[src/rtl/cv32e40p_pkg.sv]
// Shared types and helpers for the triplicated interrupt path voter.
package cv32e40p_pkg;

    // Per-replica fault monitor states.
    typedef enum logic [1:0] {
        TMR_OK      = 2'd0,
        TMR_SUSPECT = 2'd1,
        TMR_FAULTY  = 2'd2
    } tmr_state_e;

    // Width of the voted vector {req, sec, id[4:0], wu, mip[31:0]}.
    localparam int unsigned IRQ_TMR_W = 40;

    // Bitwise 2-of-3 majority across the three replica vectors.
    function automatic logic [IRQ_TMR_W-1:0] tmr_majority(
        input logic [IRQ_TMR_W-1:0] a,
        input logic [IRQ_TMR_W-1:0] b,
        input logic [IRQ_TMR_W-1:0] c
    );
        return (a & b) | (a & c) | (b & c);
    endfunction

endpackage

[src/rtl/cv32e40p_tmr_fault_fsm.sv]
// Per-replica fault monitor: separates transient upsets from persistent
// faults by counting consecutive mismatching cycles. FAULTY is sticky
// until clear_i or reset.
module cv32e40p_tmr_fault_fsm
    import cv32e40p_pkg::*;
#(
    parameter int unsigned FAULT_THRESHOLD = 4
) (
    input  logic clk,
    input  logic rst_n,
    input  logic clear_i,
    input  logic mm_i,
    output logic faulty_o
);

    localparam logic [3:0] THRESH = FAULT_THRESHOLD[3:0];

    tmr_state_e state_r;
    tmr_state_e state_nxt_s;
    logic [3:0] consec_r;
    logic [3:0] consec_nxt_s;

    // State and consecutive-mismatch count registers.
    always_ff @(posedge clk or negedge rst_n) begin
        if (!rst_n) begin
            state_r  <= TMR_OK;
            consec_r <= 4'd0;
        end else begin
            state_r  <= state_nxt_s;
            consec_r <= consec_nxt_s;
        end
    end

    // Next-state logic; clear_i overrides any mismatch seen in the same cycle.
    always_comb begin
        state_nxt_s  = state_r;
        consec_nxt_s = consec_r;
        if (clear_i) begin
            state_nxt_s  = TMR_OK;
            consec_nxt_s = 4'd0;
        end else begin
            case (state_r)
                TMR_OK: begin
                    if (mm_i) begin
                        consec_nxt_s = 4'd1;
                        state_nxt_s  = (THRESH <= 4'd1) ? TMR_FAULTY : TMR_SUSPECT;
                    end else begin
                        consec_nxt_s = 4'd0;
                        state_nxt_s  = TMR_OK;
                    end
                end
                TMR_SUSPECT: begin
                    if (mm_i) begin
                        consec_nxt_s = consec_r + 4'd1;
                        if ((consec_r + 4'd1) >= THRESH) begin
                            state_nxt_s = TMR_FAULTY;
                        end else begin
                            state_nxt_s = TMR_SUSPECT;
                        end
                    end else begin
                        // A single matching cycle wipes out the streak.
                        consec_nxt_s = 4'd0;
                        state_nxt_s  = TMR_OK;
                    end
                end
                TMR_FAULTY: begin
                    state_nxt_s  = TMR_FAULTY;
                    consec_nxt_s = consec_r;
                end
                default: begin
                    state_nxt_s  = TMR_OK;
                    consec_nxt_s = 4'd0;
                end
            endcase
        end
    end

    assign faulty_o = (state_r == TMR_FAULTY);

endmodule

[src/rtl/cv32e40p_int_tmr_voter.sv]
// Majority voter for the triplicated interrupt-controller outputs. The vote
// is purely combinational; fault monitoring and statistics are observability
// only and never influence the voted value.
module cv32e40p_int_tmr_voter
    import cv32e40p_pkg::*;
#(
    parameter int unsigned FAULT_THRESHOLD = 4,
    parameter int unsigned CNT_WIDTH       = 8
) (
    input  logic                 clk,
    input  logic                 rst_n,
    input  logic                 irq_req_ctrl_i_1,
    input  logic                 irq_req_ctrl_i_2,
    input  logic                 irq_req_ctrl_i_3,
    input  logic                 irq_sec_ctrl_i_1,
    input  logic                 irq_sec_ctrl_i_2,
    input  logic                 irq_sec_ctrl_i_3,
    input  logic [4:0]           irq_id_ctrl_i_1,
    input  logic [4:0]           irq_id_ctrl_i_2,
    input  logic [4:0]           irq_id_ctrl_i_3,
    input  logic                 irq_wu_ctrl_i_1,
    input  logic                 irq_wu_ctrl_i_2,
    input  logic                 irq_wu_ctrl_i_3,
    input  logic [31:0]          mip_i_1,
    input  logic [31:0]          mip_i_2,
    input  logic [31:0]          mip_i_3,
    input  logic                 clear_i,
    output logic                 irq_req_ctrl_o,
    output logic                 irq_sec_ctrl_o,
    output logic [4:0]           irq_id_ctrl_o,
    output logic                 irq_wu_ctrl_o,
    output logic [31:0]          mip_o,
    output logic                 err_o,
    output logic                 uncorr_o,
    output logic [2:0]           fault_o,
    output logic [CNT_WIDTH-1:0] mismatch_cnt_o
);

    localparam logic [CNT_WIDTH-1:0] CNT_MAX = {CNT_WIDTH{1'b1}};
    localparam logic [CNT_WIDTH-1:0] CNT_ONE = {{(CNT_WIDTH-1){1'b0}}, 1'b1};

    logic [IRQ_TMR_W-1:0] vec_1_s;
    logic [IRQ_TMR_W-1:0] vec_2_s;
    logic [IRQ_TMR_W-1:0] vec_3_s;
    logic [IRQ_TMR_W-1:0] voted_s;
    logic [2:0]           mm_s;
    logic                 any_mm_s;
    logic                 all_mm_s;
    logic                 err_r;
    logic                 uncorr_r;
    logic [CNT_WIDTH-1:0] cnt_r;
    logic [CNT_WIDTH-1:0] cnt_nxt_s;

    assign vec_1_s = {irq_req_ctrl_i_1, irq_sec_ctrl_i_1, irq_id_ctrl_i_1, irq_wu_ctrl_i_1, mip_i_1};
    assign vec_2_s = {irq_req_ctrl_i_2, irq_sec_ctrl_i_2, irq_id_ctrl_i_2, irq_wu_ctrl_i_2, mip_i_2};
    assign vec_3_s = {irq_req_ctrl_i_3, irq_sec_ctrl_i_3, irq_id_ctrl_i_3, irq_wu_ctrl_i_3, mip_i_3};

    assign voted_s = tmr_majority(vec_1_s, vec_2_s, vec_3_s);
    assign {irq_req_ctrl_o, irq_sec_ctrl_o, irq_id_ctrl_o, irq_wu_ctrl_o, mip_o} = voted_s;

    // A replica disagrees when its whole vector differs from the voted word.
    assign mm_s[0]  = (vec_1_s != voted_s);
    assign mm_s[1]  = (vec_2_s != voted_s);
    assign mm_s[2]  = (vec_3_s != voted_s);
    assign any_mm_s = |mm_s;
    assign all_mm_s = &mm_s;

    // Saturating mismatch-event counter, next value.
    always_comb begin
        cnt_nxt_s = cnt_r;
        if (clear_i) begin
            cnt_nxt_s = {CNT_WIDTH{1'b0}};
        end else if (any_mm_s && (cnt_r != CNT_MAX)) begin
            cnt_nxt_s = cnt_r + CNT_ONE;
        end else begin
            cnt_nxt_s = cnt_r;
        end
    end

    // Error flags and counter registers; clear_i discards this cycle's events.
    always_ff @(posedge clk or negedge rst_n) begin
        if (!rst_n) begin
            err_r    <= 1'b0;
            uncorr_r <= 1'b0;
            cnt_r    <= {CNT_WIDTH{1'b0}};
        end else if (clear_i) begin
            err_r    <= 1'b0;
            uncorr_r <= 1'b0;
            cnt_r    <= {CNT_WIDTH{1'b0}};
        end else begin
            err_r    <= any_mm_s;
            uncorr_r <= all_mm_s;
            cnt_r    <= cnt_nxt_s;
        end
    end

    assign err_o          = err_r;
    assign uncorr_o       = uncorr_r;
    assign mismatch_cnt_o = cnt_r;

    for (genvar k = 0; k < 3; k++) begin : g_fsm
        cv32e40p_tmr_fault_fsm #(
            .FAULT_THRESHOLD(FAULT_THRESHOLD)
        ) u_fsm (
            .clk     (clk),
            .rst_n   (rst_n),
            .clear_i (clear_i),
            .mm_i    (mm_s[k]),
            .faulty_o(fault_o[k])
        );
    end

endmodule
[config.mk]
export PLATFORM = sky130hd
export DESIGN_NAME = cv32e40p_int_tmr_voter
export DESIGN_NICKNAME = d
export VERILOG_FILES = /design/src/rtl/cv32e40p_pkg.sv /design/src/rtl/cv32e40p_tmr_fault_fsm.sv /design/src/rtl/cv32e40p_int_tmr_voter.sv
export SDC_FILE = /design/constraint.sdc
export NUM_CORES = 1
export LEC_CHECK = 0
export CORE_MARGIN = 1
export CORE_UTILIZATION = 44
export CTS_BUF_LIST = sky130_fd_sc_hd__clkbuf_4
export CTS_CLUSTER_SIZE = 16
export DETAILED_ROUTE_END_ITERATION = 8
export HOLD_SLACK_MARGIN = 0.05
export PLACE_DENSITY = 0.83
export SLEW_MARGIN = 15
export SYNTH_ARGS = -nofsm -noshare
export SYNTH_HDL_FRONTEND = slang
export SYNTH_SLANG_ARGS = --single-unit
[constraint.sdc]
create_clock -name clk -period 2.2 [get_ports clk]
set_clock_uncertainty 0.15 [all_clocks]
set_input_delay 0.44 -clock clk [delete_from_list [all_inputs] [get_ports clk]]
set_output_delay 0.44 -clock clk [all_outputs]
set_load 0.03 [all_outputs]
==> impl_metrics.py, run 1 <==
metrics = {
    "cts": {
        "clockBufferDepth": 2,
        "cts_made_buffers": 3,
        "h-tree-depth": 1,
        "cts_hold_buf": 0,
        "clock_sinks": 28,
        "root_buffer": "clkbuf_4",
    },
    "die": {
        "die_h_um": 97.9,
        "num_rows": 34,
        "start_util": 0.460,
        "dieWidth_um": 97.9,
        "ios": 176,
    },
    "global_routing": {
        "overflow": 3,
        "grtUsageTotal": 0.636,
        "grt_max_degree": 29,
    },
    "synth": {
        "synthCells": 548,
        "synthDistinctLibCells": 57,
        "synth_seq_area_share": 0.173,
        "ys.flop_type": "dfrtp_1",
        "synth-seq-cells": 28,
        "synth-edff-count": 0,
        "avgSynthCellArea_um2": 7.39,
        "netlist_area_um2": 4050,
        "ys_warn_count": 0,
        "syn-num-nets": 675,
        "synthArstFlopShare": 1.00,
    },
    "run_status": {
        "failed_stage": "global routing (5_1_grt)",
        "error": "[ERROR GRT-0232] Routing congestion too high. Check the congestion heatmap in the GUI.",
        "outcome": "stopped before the end",
    },
    "timing": {
        "crit_endpoint": "mismatch_cnt_o[0]$_DFFE_PN0P_/D",
        "endpoint_type": "register data pin",
    },
    "placed_design": {
        "dp_cells": 995,
        "dpl.hpwl_mm": 14.0,
        "place_congestion": 0.880,
        "post-place-ws_ns": -1.65,
        "port-buffer-count": 175,
    },
}
-- what timing repair did --
action / 4_1_cts
resized for setup: 417
pin swaps: 75
buffers inserted: 17
setup endpoints to repair: 38
-- synth_stat cells (all sizes together), types with 2 or more instances --
library cell  count  share of area
and3              5         0.0090
and3b            22          0.048
o21ai            12          0.015
clkbuf            3         0.0028
nand3b           22          0.041
mux2              6          0.018
xor2              4         0.0087
xnor2             7          0.015
mux2i            10          0.025
nor3b            39          0.072
a21oi            46          0.057
nand4            15          0.023
a21o              7          0.013
nand2b           10          0.015
buf               4         0.0083
a31oi             3         0.0046
dfrtp            28           0.17
nand3            11          0.015
a221oi            7          0.015
a32oi             4         0.0087
nor2             90          0.083
a22o              2         0.0043
ha                4          0.012
o22ai            21          0.032
nor2b            38          0.059
a2111oi          12          0.032
or3b             10          0.022
inv              12          0.011
nor4             17          0.032
nand2            23          0.021
o21a             36          0.067
or4b              2         0.0049
-- logic make-up after synthesis --
| family | share of synthesized area |
|---|---|
| and+or+nand+nor | 0.460 |
| AOI/OAI and AO/OA | 0.266 |
| DFF | 0.173 |
| buffers and inverters | 0.0222 |
| muxes | 0.0423 |
| xor gates and xnor gates | 0.0238 |
| adders and majority gates | 0.0124 |
-- metal layers --
metal,track usage,GRT overflow
met5,0.133,0
met2,0.888,1
met1,0.587,0
met3,0.427,0
met4,0.675,2
-- per-stage QoR --
stage	hold slack, ns	area (µm²)
after floorplan	-0.00559	4070
after detailed placement	0.353	7090
after CTS	0.317	7830
after global placement	0.334	7090
==> run 2, diff against run 1 <==
--- a/config.mk
+++ b/config.mk
@@ -6,12 +6,9 @@
 export NUM_CORES = 1
 export LEC_CHECK = 0
 export CORE_MARGIN = 1
-export CORE_UTILIZATION = 44
-export CTS_BUF_LIST = sky130_fd_sc_hd__clkbuf_4
-export CTS_CLUSTER_SIZE = 16
+export CORE_UTILIZATION = 40
 export DETAILED_ROUTE_END_ITERATION = 8
-export HOLD_SLACK_MARGIN = 0.05
-export PLACE_DENSITY = 0.83
+export PLACE_DENSITY_LB_ADDON = 0.15
 export SLEW_MARGIN = 15
 export SYNTH_ARGS = -nofsm -noshare
 export SYNTH_HDL_FRONTEND = slang
==> impl_metrics.py, run 2 <==
metrics = {
    "timing": {
        "finalHoldViolCount": 0,
        "slew_viol_final": 0,
        "setup_viol": 27,
        "tightest_slew_ns": 0.633,
        "period_needed_ns": 2.87,
        "finalWorstSetupSlack_ns": -0.674,
        "maxSlewHeadroom": 0.577,
        "period_share": 1.31,
        "fin_hold_ws_ns": 0.379,
        "max_freq_ghz": 0.348,
        "rsz0062_at_grt": "yes",
    },
    "power_and_ir_drop": {
        "ir_drop_mv": 0.222,
        "leakage_nw": 3.73,
        "total_power_mw": 2.53,
        "p_per_area_nw_per_um2": 305,
    },
    "global_routing": {
        "grt_max_degree": 29,
        "met1_usage": 0.387,
        "grt-busiest-layer": "met2",
        "antenna_found_initial": 2,
        "grtUsageTotal": 0.349,
        "overflow": 0,
        "grt_pass1_vias": 5907,
        "grt_use_met3": 0.0556,
        "grt_pass1_wl_mm": 28.5,
        "grt.met2_usage": 0.671,
    },
    "synth": {
        "synthCells": 548,
        "synth_top_area_share": 0.173,
        "avgSynthCellArea_um2": 7.39,
        "synth-edff-count": 0,
        "ys_warn_count": 0,
        "synth_seq_area_share": 0.173,
        "synth_most_common_cell": "nor2_1",
        "synthDistinctLibCells": 57,
        "synth_top_area_cell": "dfrtp_1",
        "ys.flop_type": "dfrtp_1",
        "yosys-top-cells-area": "dfrtp_1 (17%), nor2_1 (8.3%), nor3b_1 (7.2%), o21a_1 (6.7%), nor2b_1 (5.9%)",
        "synth_common_cells": "nor2_1 (90), a21oi_1 (46), nor3b_1 (39)",
        "synthArstFlopShare": 1.00,
        "synth-seq-cells": 28,
        "netlist_area_um2": 4050,
        "syn-num-nets": 675,
    },
    "critical_path": {
        "cp_slowest_stage_delay_ns": 0.58,
        "path_depth": 10,
        "crit_family": "simple AND/OR/NAND/NOR gates",
        "r2r.worst_path.cells": 5,
        "cp.buffers_inverters": 2,
        "cp_slowest_cell": "or4_4",
        "crit_fanout": 7,
        "reg2reg_from": "mismatch_cnt_o[5]",
        "crit_type": "input port to register",
        "crit_arrival_ns": 2.90,
        "rrSetupSlack_ns": 0.16,
        "crit_chain": "buf_8 -> nor3b_4 -> a2111oi_2 -> buf_4 -> nand4_1 -> or4_4 -> nor4_4 -> nand3_4 -> and4b_1 -> mux2_4",
        "endpoint": "mismatch_cnt_o[5]",
        "cp.required_ns": 2.23,
        "endpoint_kind": "register",
        "r2r_end": "mismatch_cnt_o[5]",
        "start_kind": "input port",
        "crit_start": "mip_i_2[8]",
    },
    "drt": {
        "post_drt_via_cell_ratio": 6.18,
        "drt_wl_total_mm": 21.9,
        "drt-pass1-iter-count": 9,
        "drtIter0Drc": 463,
        "antenna_left": 0,
        "wl_per_cell_um": 20.9,
        "drc": 0,
        "num_vias": 6484,
    },
    "cts": {
        "clk_pin_slew_worst_paths_ns": 0.10,
        "h-tree-depth": 1,
        "cts_made_buffers": 3,
        "clock_sinks": 28,
        "root_buffer": "clkbuf_8",
        "clk_latency_ns": 0.28,
        "cts_tree": "built",
        "clockBufferDepth": 2,
        "cts_hold_buf": 0,
    },
    "finish": {
        "fin_cells": 1049,
        "fin_nets": 1042,
        "drive_gt1_frac": 0.549,
        "layout_commonest_cell": "buf_4",
        "syn2layout_area_growth_pct": 105,
        "largest_reg_flops": 12,
        "mostFrequentLayoutCells": "buf_4 (198), nor2_1 (83), buf_6 (52)",
        "top_register": "g_fsm.u_fsm.consec_r",
    },
    "placed_design": {
        "post-place-ws_ns": -1.42,
        "place_congestion": 0.971,
        "port-buffer-count": 175,
        "dp_cells": 1014,
        "dpl.hpwl_mm": 13.5,
    },
    "job": {
        "drv_cap": 0,
    },
    "die": {
        "die-area_um2": 10500,
        "num_rows": 36,
        "die_h_um": 103,
        "start_util": 0.414,
        "dieWidth_um": 103,
        "ios": 176,
        "core_um2": 9770,
    },
    "run_status": {
        "violations": "setup timing",
        "outcome": "finished with violations",
    },
    "hold_path": {
        "hold_path_class": "input port to async pin",
    },
}
run 2: timing repair:
item	in CTS	in global routing
gates resized for setup	497	176
buffers inserted	21	18
pin swaps	86	45
endpoints found under the setup margin	38	30
run 2: worst reg2reg max path, cell delays in order (launching register included):
cell,delay [ns]
dfrtp_1,0.49
nand4_1,0.21
nor2_1,0.20
nand2_1,0.27
and4b_1,0.32
mux2_4,0.30
run 2: metrics by stage:
stage | util | cell area [µm²] | TNS, ns
floorplan | - | 4070 | -4.60
finish | 0.848 | 8290 | -9.75
global route | 0.848 | 8290 | -11.00
detailed placement | 0.724 | 7080 | -29.68
global placement | 0.724 | 7080 | -28.39
CTS | 0.815 | 7960 | -8.45
run 2: worst min-delay path by stage:
stage                                end  cells past startpoint
2_1_floorplan                      err_o                      0
3_3_place_gp   g_fsm[2].u_fsm.state_r[0]                      1
3_5_place_dp   g_fsm[2].u_fsm.state_r[0]                      1
4_1_cts                mismatch_cnt_o[4]                      2
5_1_grt                mismatch_cnt_o[4]                      2
6_report               mismatch_cnt_o[3]                      2
run 2: cells by family (layout without fill, tap and decap cells):
group           Yosys count  after routing  share of synthesized area
compound gates          158            158                      0.266
simple gates            312            312                      0.460
xor+xnor                 11             11                     0.0238
other cells               0              2                          0
flops                    28             28                      0.173
buf+inv                  19            385                     0.0222
fa+ha+maj                 4              4                     0.0124
mux                      16             16                     0.0423
run 2: report_power, final:
group	total, mW	switching [mW]	internal [mW]
Combinational	1.63	0.844	0.786
Clock	0.334	0.174	0.161
Sequential	0.567	0.0328	0.534
Total	2.53	1.05	1.48
run 2: final cells by class:
class                      count  area, µm²
tap                          133        166
antenna                        2       5.00
fill                         527       1490
clock buffer                   4       55.1
timing repair buffer         369       2910
multi-input combinational    501       4400
inverter                      12       45.0
sequential                    28        701
run 2: layer usage:
metal  vias to the layer above  wire [µm]
li1                       2834          -
met1                      3052       7780
met2                       448      10900
met3                       150       1780
met4                         0       1510
met5                         -          0
No activity file was read; power rests on OpenSTA's default activity.
==> run 3, diff against run 2 <==
--- a/config.mk
+++ b/config.mk
@@ -9,7 +9,7 @@
 export CORE_UTILIZATION = 40
 export DETAILED_ROUTE_END_ITERATION = 8
 export PLACE_DENSITY_LB_ADDON = 0.15
-export SLEW_MARGIN = 15
+export SLEW_MARGIN = 10
 export SYNTH_ARGS = -nofsm -noshare
 export SYNTH_HDL_FRONTEND = slang
 export SYNTH_SLANG_ARGS = --single-unit
==> results of run 3 <==
The final DEF is identical to that of run 2; final timing and power are the same.
